--- src/rtl/switch_event_pkg.sv ---
// Shared constants and helpers for the switch event front end.
package switch_event_pkg;

  // Silicon defaults at 25 MHz: 10 ms debounce, 0.5 s long-press threshold.
  localparam int unsigned DEBOUNCE_LIMIT_DEF = 250000;
  localparam int unsigned HOLD_LIMIT_DEF     = 12500000;

  // Short limits that keep simulation runs small.
  localparam int unsigned SIM_DEBOUNCE = 4;
  localparam int unsigned SIM_HOLD     = 16;

  // Width needed to index/count 'value' states, never narrower than one bit.
  function automatic int unsigned clog2_min1(input int unsigned value);
    return (value <= 2) ? 1 : $clog2(value);
  endfunction

endpackage

--- src/rtl/switch_debounce_ch.sv ---
// One switch channel: two-flop synchroniser, debounce counter, debounced
// level, press-duration counter and release/long indications.
module switch_debounce_ch
  import switch_event_pkg::*;
#(
  parameter int unsigned DEBOUNCE_LIMIT = DEBOUNCE_LIMIT_DEF,
  parameter int unsigned HOLD_LIMIT     = HOLD_LIMIT_DEF
) (
  input  logic clk_i,
  input  logic rst_ni,
  input  logic sw_i,
  output logic level_o,
  output logic release_o,
  output logic long_o
);

  localparam int unsigned DbW   = clog2_min1(DEBOUNCE_LIMIT);
  localparam int unsigned HoldW = clog2_min1(HOLD_LIMIT + 1);

  logic             sync_meta_q;
  logic             sync_q;
  logic             level_q, level_d;
  logic             level_flip;
  logic [DbW-1:0]   db_cnt_q, db_cnt_d;
  logic [HoldW-1:0] hold_cnt_q, hold_cnt_d;

  // Debounce: count consecutive disagreeing cycles, adopt the new level on the last one.
  always_comb begin
    db_cnt_d   = '0;
    level_d    = level_q;
    level_flip = 1'b0;
    if (sync_q != level_q) begin
      if (db_cnt_q == DbW'(DEBOUNCE_LIMIT - 1)) begin
        level_flip = 1'b1;
        level_d    = sync_q;
      end else begin
        db_cnt_d = db_cnt_q + 1'b1;
      end
    end
  end

  // Press duration: restart on the rising level edge, saturate at the long threshold.
  always_comb begin
    hold_cnt_d = hold_cnt_q;
    if (level_flip && !level_q) begin
      hold_cnt_d = '0;
    end else if (level_q && (hold_cnt_q != HoldW'(HOLD_LIMIT))) begin
      hold_cnt_d = hold_cnt_q + 1'b1;
    end
  end

  // Channel state; the synchroniser pair has nothing between the flops.
  always_ff @(posedge clk_i or negedge rst_ni) begin
    if (!rst_ni) begin
      sync_meta_q <= 1'b0;
      sync_q      <= 1'b0;
      level_q     <= 1'b0;
      db_cnt_q    <= '0;
      hold_cnt_q  <= '0;
    end else begin
      sync_meta_q <= sw_i;
      sync_q      <= sync_meta_q;
      level_q     <= level_d;
      db_cnt_q    <= db_cnt_d;
      hold_cnt_q  <= hold_cnt_d;
    end
  end

  // Release/long are decoded purely from this channel's flops so the top can
  // capture the event on the same edge the level falls.
  always_comb begin
    level_o   = level_q;
    release_o = level_flip & level_q;
    long_o    = (hold_cnt_q >= HoldW'(HOLD_LIMIT));
  end

endmodule

--- src/rtl/switch_event_unit.sv ---
// Switch front end: per-channel debounce plus a pending-event queue that
// presents releases one at a time, lowest channel first, on valid/ack.
module switch_event_unit
  import switch_event_pkg::*;
#(
  parameter int unsigned NUM_SW         = 4,
  parameter int unsigned DEBOUNCE_LIMIT = DEBOUNCE_LIMIT_DEF,
  parameter int unsigned HOLD_LIMIT     = HOLD_LIMIT_DEF
) (
  input  logic                          i_Clk,
  input  logic                          i_Rst_L,
  input  logic [NUM_SW-1:0]             i_Switch,
  output logic [NUM_SW-1:0]             o_Level,
  output logic                          o_Event_Valid,
  output logic [clog2_min1(NUM_SW)-1:0] o_Event_Id,
  output logic                          o_Event_Long,
  input  logic                          i_Event_Ack,
  output logic                          o_Overrun
);

  localparam int unsigned IdW = clog2_min1(NUM_SW);

  logic [NUM_SW-1:0] rel;
  logic [NUM_SW-1:0] rel_long;
  logic [NUM_SW-1:0] pending_q, pending_d;
  logic [NUM_SW-1:0] long_q, long_d;
  logic              overrun_q, overrun_d;
  logic [IdW-1:0]    sel_id;
  logic              sel_valid;
  logic              ack_fire;

  for (genvar g = 0; g < NUM_SW; g++) begin : gen_ch
    switch_debounce_ch #(
      .DEBOUNCE_LIMIT(DEBOUNCE_LIMIT),
      .HOLD_LIMIT    (HOLD_LIMIT)
    ) u_ch (
      .clk_i    (i_Clk),
      .rst_ni   (i_Rst_L),
      .sw_i     (i_Switch[g]),
      .level_o  (o_Level[g]),
      .release_o(rel[g]),
      .long_o   (rel_long[g])
    );
  end

  // Fixed-priority select: lowest pending index wins.
  always_comb begin
    sel_id = '0;
    for (int i = NUM_SW - 1; i >= 0; i--) begin
      if (pending_q[i]) sel_id = IdW'(i);
    end
    sel_valid = |pending_q;
    ack_fire  = i_Event_Ack & sel_valid;
  end

  // Pending/long update: ack frees the presented slot first, so a release on the
  // same channel in the same cycle refills it instead of counting as lost.
  always_comb begin
    pending_d = pending_q;
    long_d    = long_q;
    overrun_d = overrun_q;
    if (ack_fire) pending_d[sel_id] = 1'b0;
    for (int i = 0; i < NUM_SW; i++) begin
      if (rel[i]) begin
        if (pending_d[i]) begin
          overrun_d = 1'b1;
        end else begin
          pending_d[i] = 1'b1;
          long_d[i]    = rel_long[i];
        end
      end
    end
  end

  // Event queue state.
  always_ff @(posedge i_Clk or negedge i_Rst_L) begin
    if (!i_Rst_L) begin
      pending_q <= '0;
      long_q    <= '0;
      overrun_q <= 1'b0;
    end else begin
      pending_q <= pending_d;
      long_q    <= long_d;
      overrun_q <= overrun_d;
    end
  end

  // Presentation, decoded from registered state only.
  always_comb begin
    o_Event_Valid = sel_valid;
    o_Event_Id    = sel_id;
    o_Event_Long  = sel_valid & long_q[sel_id];
    o_Overrun     = overrun_q;
  end

endmodule

--- config.mk ---
export PLATFORM = sky130hd
export DESIGN_NAME = switch_event_unit
export DESIGN_NICKNAME = d
export VERILOG_FILES = /design/src/rtl/switch_event_pkg.sv /design/src/rtl/switch_debounce_ch.sv /design/src/rtl/switch_event_unit.sv
export SDC_FILE = /design/constraint.sdc
export NUM_CORES = 1
export LEC_CHECK = 0
export CORE_MARGIN = 1.5
export CORE_UTILIZATION = 45
export CTS_CLUSTER_SIZE = 8
export DETAILED_ROUTE_END_ITERATION = 7
export DONT_BUFFER_PORTS = 1
export PLACE_DENSITY = 0.57
export SLEW_MARGIN = 20
export SYNTH_ARGS = -nofsm -noshare
export SYNTH_HDL_FRONTEND = slang
export SYNTH_HIERARCHICAL = 1
export SYNTH_SLANG_ARGS = --single-unit
--- constraint.sdc ---
create_clock -name i_Clk -period 3.8 [get_ports i_Clk]
set_input_delay 0.19 -clock i_Clk [delete_from_list [all_inputs] [get_ports i_Clk]]
set_output_delay 0.19 -clock i_Clk [all_outputs]
set_load 0.005 [all_outputs]
== Word-level counts from Yosys, hierarchy flattened ==
Index checks and enable logic that the tools add are counted.

* Bits in registers: 189
* Input port bits: 7
* Output and inout bits: 9

* Add/sub/neg operators: 8
* Magnitude comparators: 6
* Equality and inequality tests: 12
* Muxes and demuxes: 45
* Bitwise logic cells: 12
* Reduce and logical (&&, ||, !) cells: 26

{| class="wikitable"
|+ Operators by type and width
! operator !! count
|-
| $mux 24 || 8
|-
| $mux 18 || 8
|-
| $add 24x1->24 const B || 4
|-
| $ge 24x24->1 const B || 4
|-
| $ne 24x24->1 const B || 4
|-
| $add 18x1->18 const B || 4
|-
| $eq 18x18->1 const B || 4
|-
| $mux 1 || 22
|-
| $reduce_and 2->1 || 8
|-
| $logic_and 1x1->1 || 9
|-
| $mux 2 || 4
|-
| $reduce_bool 2->1 || 4
|-
| $and 1x1->1 || 6
|-
| $and 4x4->4 || 1
|-
| $logic_not 1->1 || 4
|-
| $mux 4 || 1
|-
| $ne 1x1->1 || 4
|-
| $not 1->1 || 4
|-
| $not 4->4 || 1
|-
| $reduce_or 4->1 || 1
|-
| $lt 2x3->1 const B || 1
|-
| $bmux 1 s2 || 1
|-
| $demux 1 s2 || 1
|-
| $ge 2x1->1 const B || 1
|}

== Longest topological paths before layout ==
Gate-level depths: netlist of the first run.

* Word-level depth: 19
* Depth in mapped cells: 9
* Mapped depth without buffers: 8

== Hierarchy ==
Netlist of the first run, hierarchy kept.

{| class="wikitable"
|+ By module, submodules not included
! module !! instances !! cells an instance !! area an instance (µm²)
|-
| switch_debounce_ch (gen_ch[0].u_ch ...) || 3 || 253 || 2396.0
|-
| switch_debounce_ch (gen_ch[2].u_ch) || 1 || 249 || 2417.3
|-
| switch_event_unit || 1 || 47 || 480.5
|}

== Least setup slack after synthesis of the first run ==
OpenSTA, ideal clock, no wires.

* Kind: register -> register
* Start: reg gen_ch[3].u_ch.db_cnt_q[10]
* End: reg long_q[3]
* Setup time: 0.125 ns
* Arrival time: 2.507 ns
* Setup slack: 1.168 ns
* Stages on the path, launching flop included: 8
* Buffers on the path: 2
* Period minus slack after synthesis: 2.632 ns
* Cells stage by stage: dfrtp_1 or4b_1 or4_1 buf_2 clkbuf_1 nor4b_1 nand2_2 mux2_4

* Longest elaborated chain between the ends: 5

{| class="wikitable"
|+ Ends and longest elaborated chain
! what !! RTL line !! RTL
|-
| start, declared || switch_debounce_ch.sv:24 || <nowiki>logic [DbW-1:0] db_cnt_q, db_cnt_d;</nowiki>
|-
| start signal, assigned || switch_debounce_ch.sv:64 || <nowiki>db_cnt_q <= db_cnt_d;</nowiki>
|-
| $eq 18x18->1 || switch_debounce_ch.sv:33 || <nowiki>if (db_cnt_q == DbW'(DEBOUNCE_LIMIT - 1)) begin</nowiki>
|-
| $mux 1 || switch_debounce_ch.sv:33 ||
|-
| $mux 1 || switch_debounce_ch.sv:32 || <nowiki>if (sync_q != level_q) begin</nowiki>
|-
| $and 1x1->1 || switch_debounce_ch.sv:73 || <nowiki>release_o = level_flip & level_q;</nowiki>
|-
| via rel[3] || switch_event_unit.sv:23 || <nowiki>logic [NUM_SW-1:0] rel;</nowiki>
|-
| $reduce_and 2->1 (no line) || n/a ||
|-
| end signal, assigned || switch_event_unit.sv:83 || <nowiki>long_q <= long_d;</nowiki>
|-
| end, declared || switch_event_unit.sv:26 || <nowiki>logic [NUM_SW-1:0] long_q, long_d;</nowiki>
|}

The timed path passes the listed nets, and every way through them passes these cells.
A chain may end at the register's enable or synchronous reset.

== Worst setup path in the final report of the first run ==
Same ends and word-level chain as after synthesis.

==> impl_metrics.py, run 1 <==
metrics = {
    "clock_network": {
        "cts_buffers": 17,
        "cts_hold_buf": 5,
        "clk_pin_slew_worst_paths_ns": 0.07,
        "htreeDepth": 4,
        "root_buffer": "clkbuf_16",
        "cts_tree": "done",
        "post_cts_resized": 0,
        "cts_setup_buffers": 0,
        "worstSkewPairLatency_ns": 0.43,
        "clock_path_buffers": 2,
        "cts_sinks": 189,
    },
    "sta": {
        "rsz0062_at_grt": "no",
        "tns_ns": 0,
        "timing.final.max_slew_violations": 0,
        "maxSlewHeadroom_pct": 49.7,
        "finalClockSkew_ns": 0.0139,
        "post-route-period-util_pct": 74.9,
        "final-setup-viol-count": 0,
        "finalHoldViolCount": 189,
        "max_freq_ghz": 0.351,
        "period_needed_ns": 2.85,
        "tightest_slew_ns": 0.744,
        "holdWs_ns": -0.551,
    },
    "power_and_ir_drop": {
        "ir_worst_vdd_mv": 0.251,
        "power.density_nw_per_um2": 367,
        "leakage_uw": 0.00444,
    },
    "cells_and_area": {
        "diodes": 0,
        "area_growth_pct": 8.14,
        "fillers": 2068,
        "nNetsFinal": 1060,
        "drive_gt1_share_pct": 5.13,
    },
    "route": {
        "dr.pass1.iters": 4,
        "drt_iter0_markers": 433,
        "vias": 7526,
        "wl_per_cell_um": 15.0,
        "antenna_left": 0,
        "viasPerCell": 5.65,
        "drc": 0,
        "routed_wl_mm": 20.0,
    },
    "min_path": {
        "hold_class": "input pin to asynchronous set/reset pin",
    },
    "synth": {
        "synth_cells": 1055,
        "avgSynthCellArea_um2": 9.56,
        "synth_edf_count": 0,
        "async_reset_ff_share_pct": 100,
        "synth_ff_type": "dfrtp_1",
        "yosysSeqAreaShare_pct": 46.9,
        "synth_area_um2": 10100,
        "yosysWarnings": 6,
        "synthesis.nets": 1074,
        "synth_cell_types": 57,
        "synth_seq_cells": 189,
    },
    "worst_setup_path": {
        "timing.rr.end": "long_q[3]",
        "r2r-start": "gen_ch[3].u_ch/db_cnt_q[10]",
        "cp_data_required_time_ns": 4.11,
        "crit_arrival_ns": 3.16,
        "r2r_slack_ns": 0.95,
        "cp-start-kind": "register",
        "r2r_cells": 5,
        "setup.worst_path.class": "register to register",
        "path_max_fanout": 12,
        "cp-end-kind": "register",
    },
    "global_route": {
        "globalRoute.totalOverflow": 0,
        "grt_max_degree": 190,
        "grtUsageTotal_pct": 18.4,
        "antenna_found_initial": 0,
        "grt_pass1_wl_mm": 35.9,
        "grt_pass1_vias": 7259,
    },
    "floorplan": {
        "start_util_pct": 46.1,
        "die_h_um": 153,
        "die_w_um": 153,
        "core_area_um2": 21900,
        "rows": 54,
        "die_area_um2": 23300,
        "ioPinCount": 16,
    },
    "outcome": {
        "violations": "negative hold slack",
        "status": "finished with violations",
    },
    "placement": {
        "gp_congestion": 0.792,
        "dp_hpwl_mm": 13.4,
        "port_buffers": 0,
    },
    "job": {
        "maxCapViolations": 0,
    },
}
how the worst max path moves through the flow:
stage	cells after the start	end	slack (ns)	startpoint
after global placement	5	long_q[1]	1.04	gen_ch[1].u_ch/db_cnt_q[10]
final	5	long_q[3]	0.95	gen_ch[3].u_ch/db_cnt_q[10]
after floorplan	7	long_q[3]	1.17	gen_ch[3].u_ch/db_cnt_q[10]
after CTS	5	long_q[1]	0.95	gen_ch[1].u_ch/db_cnt_q[10]
after detailed placement	5	long_q[1]	0.97	gen_ch[1].u_ch/db_cnt_q[10]
after global routing	5	long_q[1]	0.81	gen_ch[1].u_ch/db_cnt_q[10]
cell type report:
cell class	count	area (µm²)	share of cell area (%)
tap	280	350	3.21
inverter	33	124	1.14
sequential	189	4730	43.4
timing repair buffer	9	80.1	0.734
clock inverter	6	130	1.19
multi-input combinational	791	4990	45.7
clock buffer	25	505	4.63
worst max-delay path, stage by stage (launching register included):
cell     delay, ns
dfrtp_1       0.44
or4b_1        0.53
or4_1         0.75
nor4b_1       0.60
nand2_2       0.10
mux2_4        0.31
layer usage:
metal | track usage [%] | routed length [µm] | part of all wire [%]
met1 | 27.0 | 10400 | 52
met3 | 3.84 | 485 | 2.4
met5 | 0 | 0 | 0
met2 | 27.8 | 9030 | 45
met4 | 4.35 | 124 | 0.62
layout by cell type, fill, tap and decap left out, types with 6 or more instances in the layout:
cell type,Yosys,layout
mux2i_1,17,17
or4_1,40,40
ha_1,12,12
nand4_1,45,45
clkbuf_16,0,17
and3_1,16,16
o21bai_1,6,6
nand2_1,66,66
xnor2_1,54,54
nor3_1,22,22
dfrtp_1,189,189
nor2_1,120,120
o31ai_1,27,27
a21oi_1,54,54
and4_1,18,18
xor2_1,46,46
nand4b_1,9,9
inv_1,33,33
o21ai_0,56,56
nor4b_1,6,6
nand3_1,65,65
or3_1,36,36
nor4_1,22,22
synthesized netlist by cell type, types with 4 or more instances:
library cell	instances	area, µm²
buf_6	7	78.8
and4_1	18	158
and3_1	16	100
a21oi_1	54	270
xnor2_1	54	473
xor2_1	46	403
or3_1	36	225
o21ai_2	4	35.0
nor4_1	22	138
ha_1	12	150
mux2i_1	17	170
nand3_1	65	325
nor3_1	22	110
nand2_1	66	248
inv_1	33	124
o21ai_0	56	280
buf_2	12	60.1
clkbuf_1	18	67.6
o21bai_1	6	45.0
or4_1	40	300
nor4b_1	6	52.6
o31ai_1	27	203
nor2_1	120	450
and2_1	5	31.3
nand4b_1	9	78.8
o211ai_1	4	30.0
dfrtp_1	189	4730
nor4_4	4	85.1
nand4_1	45	282
registers in the layout, summed over array words and instances, names as in the netlist:
name	count
gen_ch.u_ch/hold_cnt_q	96
gen_ch.u_ch/db_cnt_q	72
gen_ch.u_ch/level_o	4
gen_ch.u_ch/sync_meta_q	4
gen_ch.u_ch/sync_q	4
long_q	4
pending_q	4
o_Overrun	1
cell families after synthesis:
logic type	Yosys count	synth area share [%]
flops	189	46.9
fa+ha+maj	12	1.49
buf+inv	75	3.66
simple gates	493	27.2
xor+xnor	100	8.68
compound gates	165	9.83
mux	21	2.21
stage by stage:
| stage | instance area, µm² | cells | worst slack [ns] | power [µW] | utilization, % |
|---|---|---|---|---|---|
| 2_1_floorplan | 10100 | 1055 | 1.17 | 2110 | - |
| 3_3_place_gp | 10200 | 1297 | 1.04 | 2120 | 46.7 |
| 3_5_place_dp | 10200 | 1297 | 0.969 | 2120 | 46.7 |
| 4_1_cts | 10900 | 1333 | 0.948 | 4070 | 49.8 |
| 5_1_grt | 10900 | 1333 | 0.814 | 4160 | 49.8 |
| 6_report | 10900 | 1333 | 0.952 | 4000 | 49.8 |
report_power, final:
part / leakage [µW] / total [µW] / switching (µW) / internal, µW
sequential: 0.00261 / 2040 / 14.7 / 2030
combinational: 0.00152 / 44.2 / 28.0 / 16.2
clock: 0.000313 / 1920 / 730 / 1190
total: 0.00444 / 4000 / 772 / 3230
Power figures use the tool's default switching activity.
==> run 2: changes to the inputs <==
--- a/config.mk
+++ b/config.mk
@@ -10,7 +10,7 @@
 export CTS_CLUSTER_SIZE = 8
 export DETAILED_ROUTE_END_ITERATION = 7
 export DONT_BUFFER_PORTS = 1
-export PLACE_DENSITY = 0.57
+export PLACE_DENSITY = 0.59
 export SLEW_MARGIN = 20
 export SYNTH_ARGS = -nofsm -noshare
 export SYNTH_HDL_FRONTEND = slang
==> constraint.sdc (replaced) <==
create_clock -name i_Clk -period 2.3 [get_ports i_Clk]
set_input_delay 0.115 -clock i_Clk [delete_from_list [all_inputs] [get_ports i_Clk]]
set_output_delay 0.115 -clock i_Clk [all_outputs]
set_load 0.005 [all_outputs]
==> impl_metrics.py, run 2 (synthesized netlist as in run 1, its figures left out) <==
metrics = {
    "clock_network": {
        "clock_path_buffers": 2,
        "cts_tree": "done",
        "cts_buffers": 17,
        "htreeDepth": 4,
        "cts_setup_buffers": 0,
        "root_buffer": "clkbuf_16",
        "worstSkewPairLatency_ns": 0.43,
        "cts_hold_buf": 5,
        "cts_sinks": 189,
        "clk_pin_slew_worst_paths_ns": 0.08,
    },
    "cells_and_area": {
        "fillers": 2033,
        "nNetsFinal": 1099,
        "drive_gt1_share_pct": 8.97,
        "layout_common_cells": "dfrtp_1, nor2_1, nand2_1",
        "final_util_pct": 51.6,
        "final_common_cell": "dfrtp_1",
        "top_register": "gen_ch.u_ch/hold_cnt_q",
        "top_regs": "gen_ch.u_ch/hold_cnt_q: 96 flops, gen_ch.u_ch/db_cnt_q: 72 flops",
        "diodes": 0,
        "area_growth_pct": 11.9,
        "largest_register_ffs": 96,
    },
    "outcome": {
        "status": "finished with violations",
        "violations": "negative hold slack",
    },
    "sta": {
        "maxSlewHeadroom_pct": 69.4,
        "finalHoldViolCount": 189,
        "timing.final.max_slew_violations": 0,
        "tns_ns": 0,
        "tightest_slew_ns": 0.456,
        "final-setup-viol-count": 0,
        "rsz0062_at_grt": "no",
        "post-route-period-util_pct": 95.5,
        "period_needed_ns": 2.20,
        "holdWs_ns": -0.629,
        "max_freq_ghz": 0.455,
        "finalClockSkew_ns": 0.0138,
    },
    "route": {
        "drt_iter0_markers": 371,
        "vias": 7688,
        "dr.pass1.iters": 4,
        "antenna_left": 0,
        "wl_per_cell_um": 15.1,
        "viasPerCell": 5.60,
        "routed_wl_mm": 20.7,
        "drc": 0,
    },
    "global_route": {
        "grt.busiest_layer": "met2",
        "antenna_found_initial": 0,
        "grt_max_degree": 190,
        "grt_pass1_vias": 7420,
        "globalRoute.totalOverflow": 0,
        "use_met2_pct": 29.6,
        "grt_use_met3_pct": 3.78,
        "grt_use_met1_pct": 26.1,
        "grt_pass1_wl_mm": 36.1,
        "grtUsageTotal_pct": 18.6,
    },
    "placement": {
        "port_buffers": 0,
        "gp_congestion": 0.788,
        "dp_hpwl_mm": 13.9,
    },
    "min_path": {
        "hold_class": "input pin to asynchronous set/reset pin",
    },
    "worst_setup_path": {
        "crit_arrival_ns": 2.50,
        "setup.worst_path.class": "register to register",
        "cp-start-kind": "register",
        "cp-end-kind": "register",
        "path_max_fanout": 19,
        "cp_data_required_time_ns": 2.61,
    },
    "power_and_ir_drop": {
        "ir_worst_vdd_mv": 0.347,
        "p_seq_share_pct": 52.0,
        "p_comb_share_pct": 1.4,
        "clkPwrFrac_pct": 46.6,
        "power.density_nw_per_um2": 574,
        "switching_share_pct": 21.1,
        "p_int_uw": 5110,
        "power.total_uw": 6480,
        "p_sw_uw": 1370,
        "leakage_uw": 0.00466,
    },
    "floorplan": {
        "start_util_pct": 46.1,
        "ioPinCount": 16,
        "rows": 54,
        "core_area_um2": 21900,
        "die_w_um": 153,
        "die_h_um": 153,
        "die_area_um2": 23300,
    },
    "job": {
        "maxCapViolations": 0,
    },
}
-- run 2: worst paths after layout --
| check | start | end | slack [ns] | cells after the start |
|---|---|---|---|---|
| max in group asynchronous | i_Rst_L | gen_ch[3].u_ch/sync_q | 2.54 | 0 |
| worst max register to register | gen_ch[3].u_ch/db_cnt_q[8] | gen_ch[3].u_ch/hold_cnt_q[19] | 0.10 | 6 |
| worst min-delay path | i_Rst_L | gen_ch[0].u_ch/hold_cnt_q[21] | -0.63 | 0 |
| worst min register to register | gen_ch[0].u_ch/sync_meta_q | gen_ch[0].u_ch/sync_q | 0.34 | 0 |
| min in group i_Clk | i_Switch[1] | gen_ch[1].u_ch/sync_meta_q | 0.24 | 1 |
| worst max-delay path | gen_ch[3].u_ch/db_cnt_q[8] | gen_ch[3].u_ch/hold_cnt_q[19] | 0.10 | 6 |
-- run 2: cell type report --
type / instances / area, µm² / area share, %
well taps: 280 / 350 / 3.10
clock buffers: 20 / 437 / 3.87
repair buffers: 48 / 448 / 3.97
flip-flops and latches: 189 / 4730 / 41.9
inverters: 33 / 124 / 1.10
multi-input cells: 791 / 5040 / 44.6
clock inverters: 12 / 161 / 1.43
-- run 2: power by group through the flow --
stage | combinational [µW] | sequential (µW) | clock (µW)
6_report | 87.6 | 3370 | 3020
3_5_place_dp | 81.8 | 3430 | 0
5_1_grt | 100 | 3370 | 3250
4_1_cts | 89.5 | 3370 | 3130
2_1_floorplan | 57.0 | 3430 | 0
3_3_place_gp | 80.5 | 3430 | 0
-- run 2: metal layers --
layer / up-vias / share of wire [%]
li1: 3888 / -
met1: 3693 / 50
met2: 93 / 47
met3: 14 / 2.7
met4: 0 / 1.0
met5: - / 0
-- run 2: per-stage QoR --
| stage | hold WS (ns) | area (µm²) | setup WS (ns) | std cells |
|---|---|---|---|---|
| 2_1_floorplan | -0.181 | 10200 | -0.0700 | 1055 |
| 4_1_cts | -0.645 | 11300 | 0.0665 | 1373 |
| 5_1_grt | -0.658 | 11300 | 0.0251 | 1373 |
| 3_3_place_gp | -0.173 | 10600 | 0.102 | 1336 |
| 6_report | -0.629 | 11300 | 0.104 | 1373 |
| 3_5_place_dp | -0.172 | 10600 | 0.0785 | 1336 |
-- run 2: repair_timing --
| item | CTS | global route |
|---|---|---|
| hold endpoints to repair | 198 | 189 |
| setup endpoints to repair | 0 | 19 |
| resized for setup | 0 | 1 |
-- run 2: critical path, stage by stage, from the launching register on --
cell	delay [ns]
dfrtp_1	0.40
or3_1	0.37
or4_1	0.58
buf_4	0.21
nor4_4	0.26
buf_12	0.19
a21oi_1	0.05
==> run 3: changes to the inputs <==
--- a/config.mk
+++ b/config.mk
@@ -5,12 +5,12 @@
 export SDC_FILE = /design/constraint.sdc
 export NUM_CORES = 1
 export LEC_CHECK = 0
+export BUFFER_PORTS_ARGS = -buffer_cell sky130_fd_sc_hd__buf_2
 export CORE_MARGIN = 1.5
 export CORE_UTILIZATION = 45
 export CTS_CLUSTER_SIZE = 8
 export DETAILED_ROUTE_END_ITERATION = 7
-export DONT_BUFFER_PORTS = 1
-export PLACE_DENSITY = 0.59
+export PLACE_DENSITY = 0.6
 export SLEW_MARGIN = 20
 export SYNTH_ARGS = -nofsm -noshare
 export SYNTH_HDL_FRONTEND = slang
==> impl_metrics.py, run 3 (synthesized netlist as in run 1, its figures left out) <==
metrics = {
    "global_route": {
        "grtUsageTotal_pct": 18.7,
        "grt_pass1_wl_mm": 36.3,
        "globalRoute.totalOverflow": 0,
        "grt_pass1_vias": 7546,
        "antenna_found_initial": 0,
        "grt_max_degree": 64,
    },
    "power_and_ir_drop": {
        "power.density_nw_per_um2": 572,
        "ir_worst_vdd_mv": 0.458,
        "leakage_uw": 0.00477,
        "power.total_uw": 6540,
    },
    "route": {
        "vias": 7851,
        "wl_per_cell_um": 14.9,
        "viasPerCell": 5.64,
        "drc": 0,
        "routed_wl_mm": 20.8,
        "drt_iter0_markers": 455,
        "wl_met3_um": 382,
        "dr.pass1.iters": 5,
        "wl_met2_mm": 9.76,
        "antenna_left": 0,
        "wl_met1_mm": 10.4,
        "top_layer_used": "met4",
    },
    "cells_and_area": {
        "top_regs": "gen_ch.u_ch/hold_cnt_q: 96 flops, gen_ch.u_ch/db_cnt_q: 72 flops",
        "area_growth_pct": 13.3,
        "layout_common_cells": "dfrtp_1, nor2_1, nand2_1",
        "diodes": 0,
        "drive_gt1_share_pct": 11.0,
        "largest_register_ffs": 96,
        "final_common_cell": "dfrtp_1",
        "nNetsFinal": 1117,
        "top_register": "gen_ch.u_ch/hold_cnt_q",
    },
    "worst_setup_path": {
        "cp-end-kind": "register",
        "cp-start-kind": "register",
        "max_stage_delay_ns": 0.52,
        "crit_arrival_ns": 2.48,
        "crit_chain": "or4b_1 -> or4_4 -> buf_4 -> nor4_4 -> buf_12 -> a21oi_1",
        "setup.worst_path.class": "register to register",
        "path_max_fanout": 19,
        "cp_data_required_time_ns": 2.61,
        "slowest_stage": "or4b_1",
    },
    "placement": {
        "place_ws_ns": 0.0974,
        "port_buffers": 15,
        "gp_congestion": 0.816,
        "dp_hpwl_mm": 14.4,
    },
    "sta": {
        "finalHoldViolCount": 0,
        "setup_ws_ns": 0.128,
        "period_needed_ns": 2.17,
        "max_freq_ghz": 0.460,
        "post-route-period-util_pct": 94.4,
        "rsz0062_at_grt": "no",
        "finalClockSkew_ns": 0.0132,
        "tightest_slew_ns": 0.539,
        "timing.final.max_slew_violations": 0,
        "tns_ns": 0,
        "maxSlewHeadroom_pct": 64.0,
        "final-setup-viol-count": 0,
    },
    "clock_network": {
        "clock_path_buffers": 2,
        "cts_setup_buffers": 0,
        "htreeDepth": 4,
        "cts_buffers": 17,
        "cts_tree": "done",
        "worstSkewPairLatency_ns": 0.44,
        "clk_pin_slew_worst_paths_ns": 0.07,
        "cts_sinks": 189,
        "root_buffer": "clkbuf_16",
    },
    "job": {
        "maxCapViolations": 0,
    },
    "floorplan": {
        "die_h_um": 153,
        "die_area_um2": 23300,
        "rows": 54,
        "die_w_um": 153,
        "start_util_pct": 46.1,
        "ioPinCount": 16,
        "core_area_um2": 21900,
    },
    "outcome": {
        "status": "finished, final reports clean",
    },
    "min_path": {
        "hold_class": "input pin to register",
    },
}
[run 3: metrics by stage]
| stage | hold slack [ns] | area [µm²] | util [%] | instances |
|---|---|---|---|---|
| 3_3_place_gp | 0.150 | 10800 | 49.2 | 1354 |
| 6_report | 0.0453 | 11400 | 52.2 | 1391 |
| 5_1_grt | 0.0774 | 11400 | 52.2 | 1391 |
| 3_5_place_dp | 0.152 | 10800 | 49.2 | 1354 |
| 2_1_floorplan | -0.181 | 10200 | - | 1055 |
| 4_1_cts | 0.0247 | 11400 | 52.1 | 1391 |
[run 3: final timing paths]
path,start,endpoint,slack [ns],cells past startpoint
worst min-delay path,i_Event_Ack,pending_q[2],0.05,3
worst min register to register,gen_ch[2].u_ch/sync_meta_q,gen_ch[2].u_ch/sync_q,0.35,0
max in group asynchronous,i_Rst_L,gen_ch[2].u_ch/db_cnt_q[6],1.34,3
worst max-delay path,gen_ch[3].u_ch/db_cnt_q[4],gen_ch[3].u_ch/hold_cnt_q[23],0.13,6
min in group asynchronous,i_Rst_L,gen_ch[0].u_ch/db_cnt_q[0],0.23,2
worst max register to register,gen_ch[3].u_ch/db_cnt_q[4],gen_ch[3].u_ch/hold_cnt_q[23],0.13,6
[run 3: metal layers]
layer	track usage (%)	vias up
met2	30.4	58
met1	25.6	3861
met4	5.59	0
li1	-	3920
met5	0	-
met3	3.10	12
[run 3: cell type report]
cell class | instances | area (µm²)
flip-flops and latches | 189 | 4730
repair buffers | 66 | 579
well taps | 280 | 350
inverters | 33 | 124
clock inverters | 13 | 139
multi-input cells | 791 | 5050
clock buffers | 19 | 453
fillers | 2016 | 10500
[run 3: repair_timing]
action	in CTS	in global routing
setup endpoints to repair	0	23
endpoints found under the hold margin	63	0
gates resized for setup	0	4
hold buffers	5	0
[run 3: worst max-delay path, delay by kind of cell (launching register included)]
kind	cells	cell delay [ns]
AO/OA/AOI/OAI	1	0.05
AND/OR/NAND/NOR	3	1.23
buffers and inverters	2	0.39
flip-flops	1	0.39
[run 3: where the power goes]
group | total, µW | leakage [µW] | switching [µW] | internal [µW]
clock network | 3000 | 0.000291 | 1400 | 1600
logic | 166 | 0.00187 | 115 | 51.0
registers | 3370 | 0.00261 | 24.2 | 3340
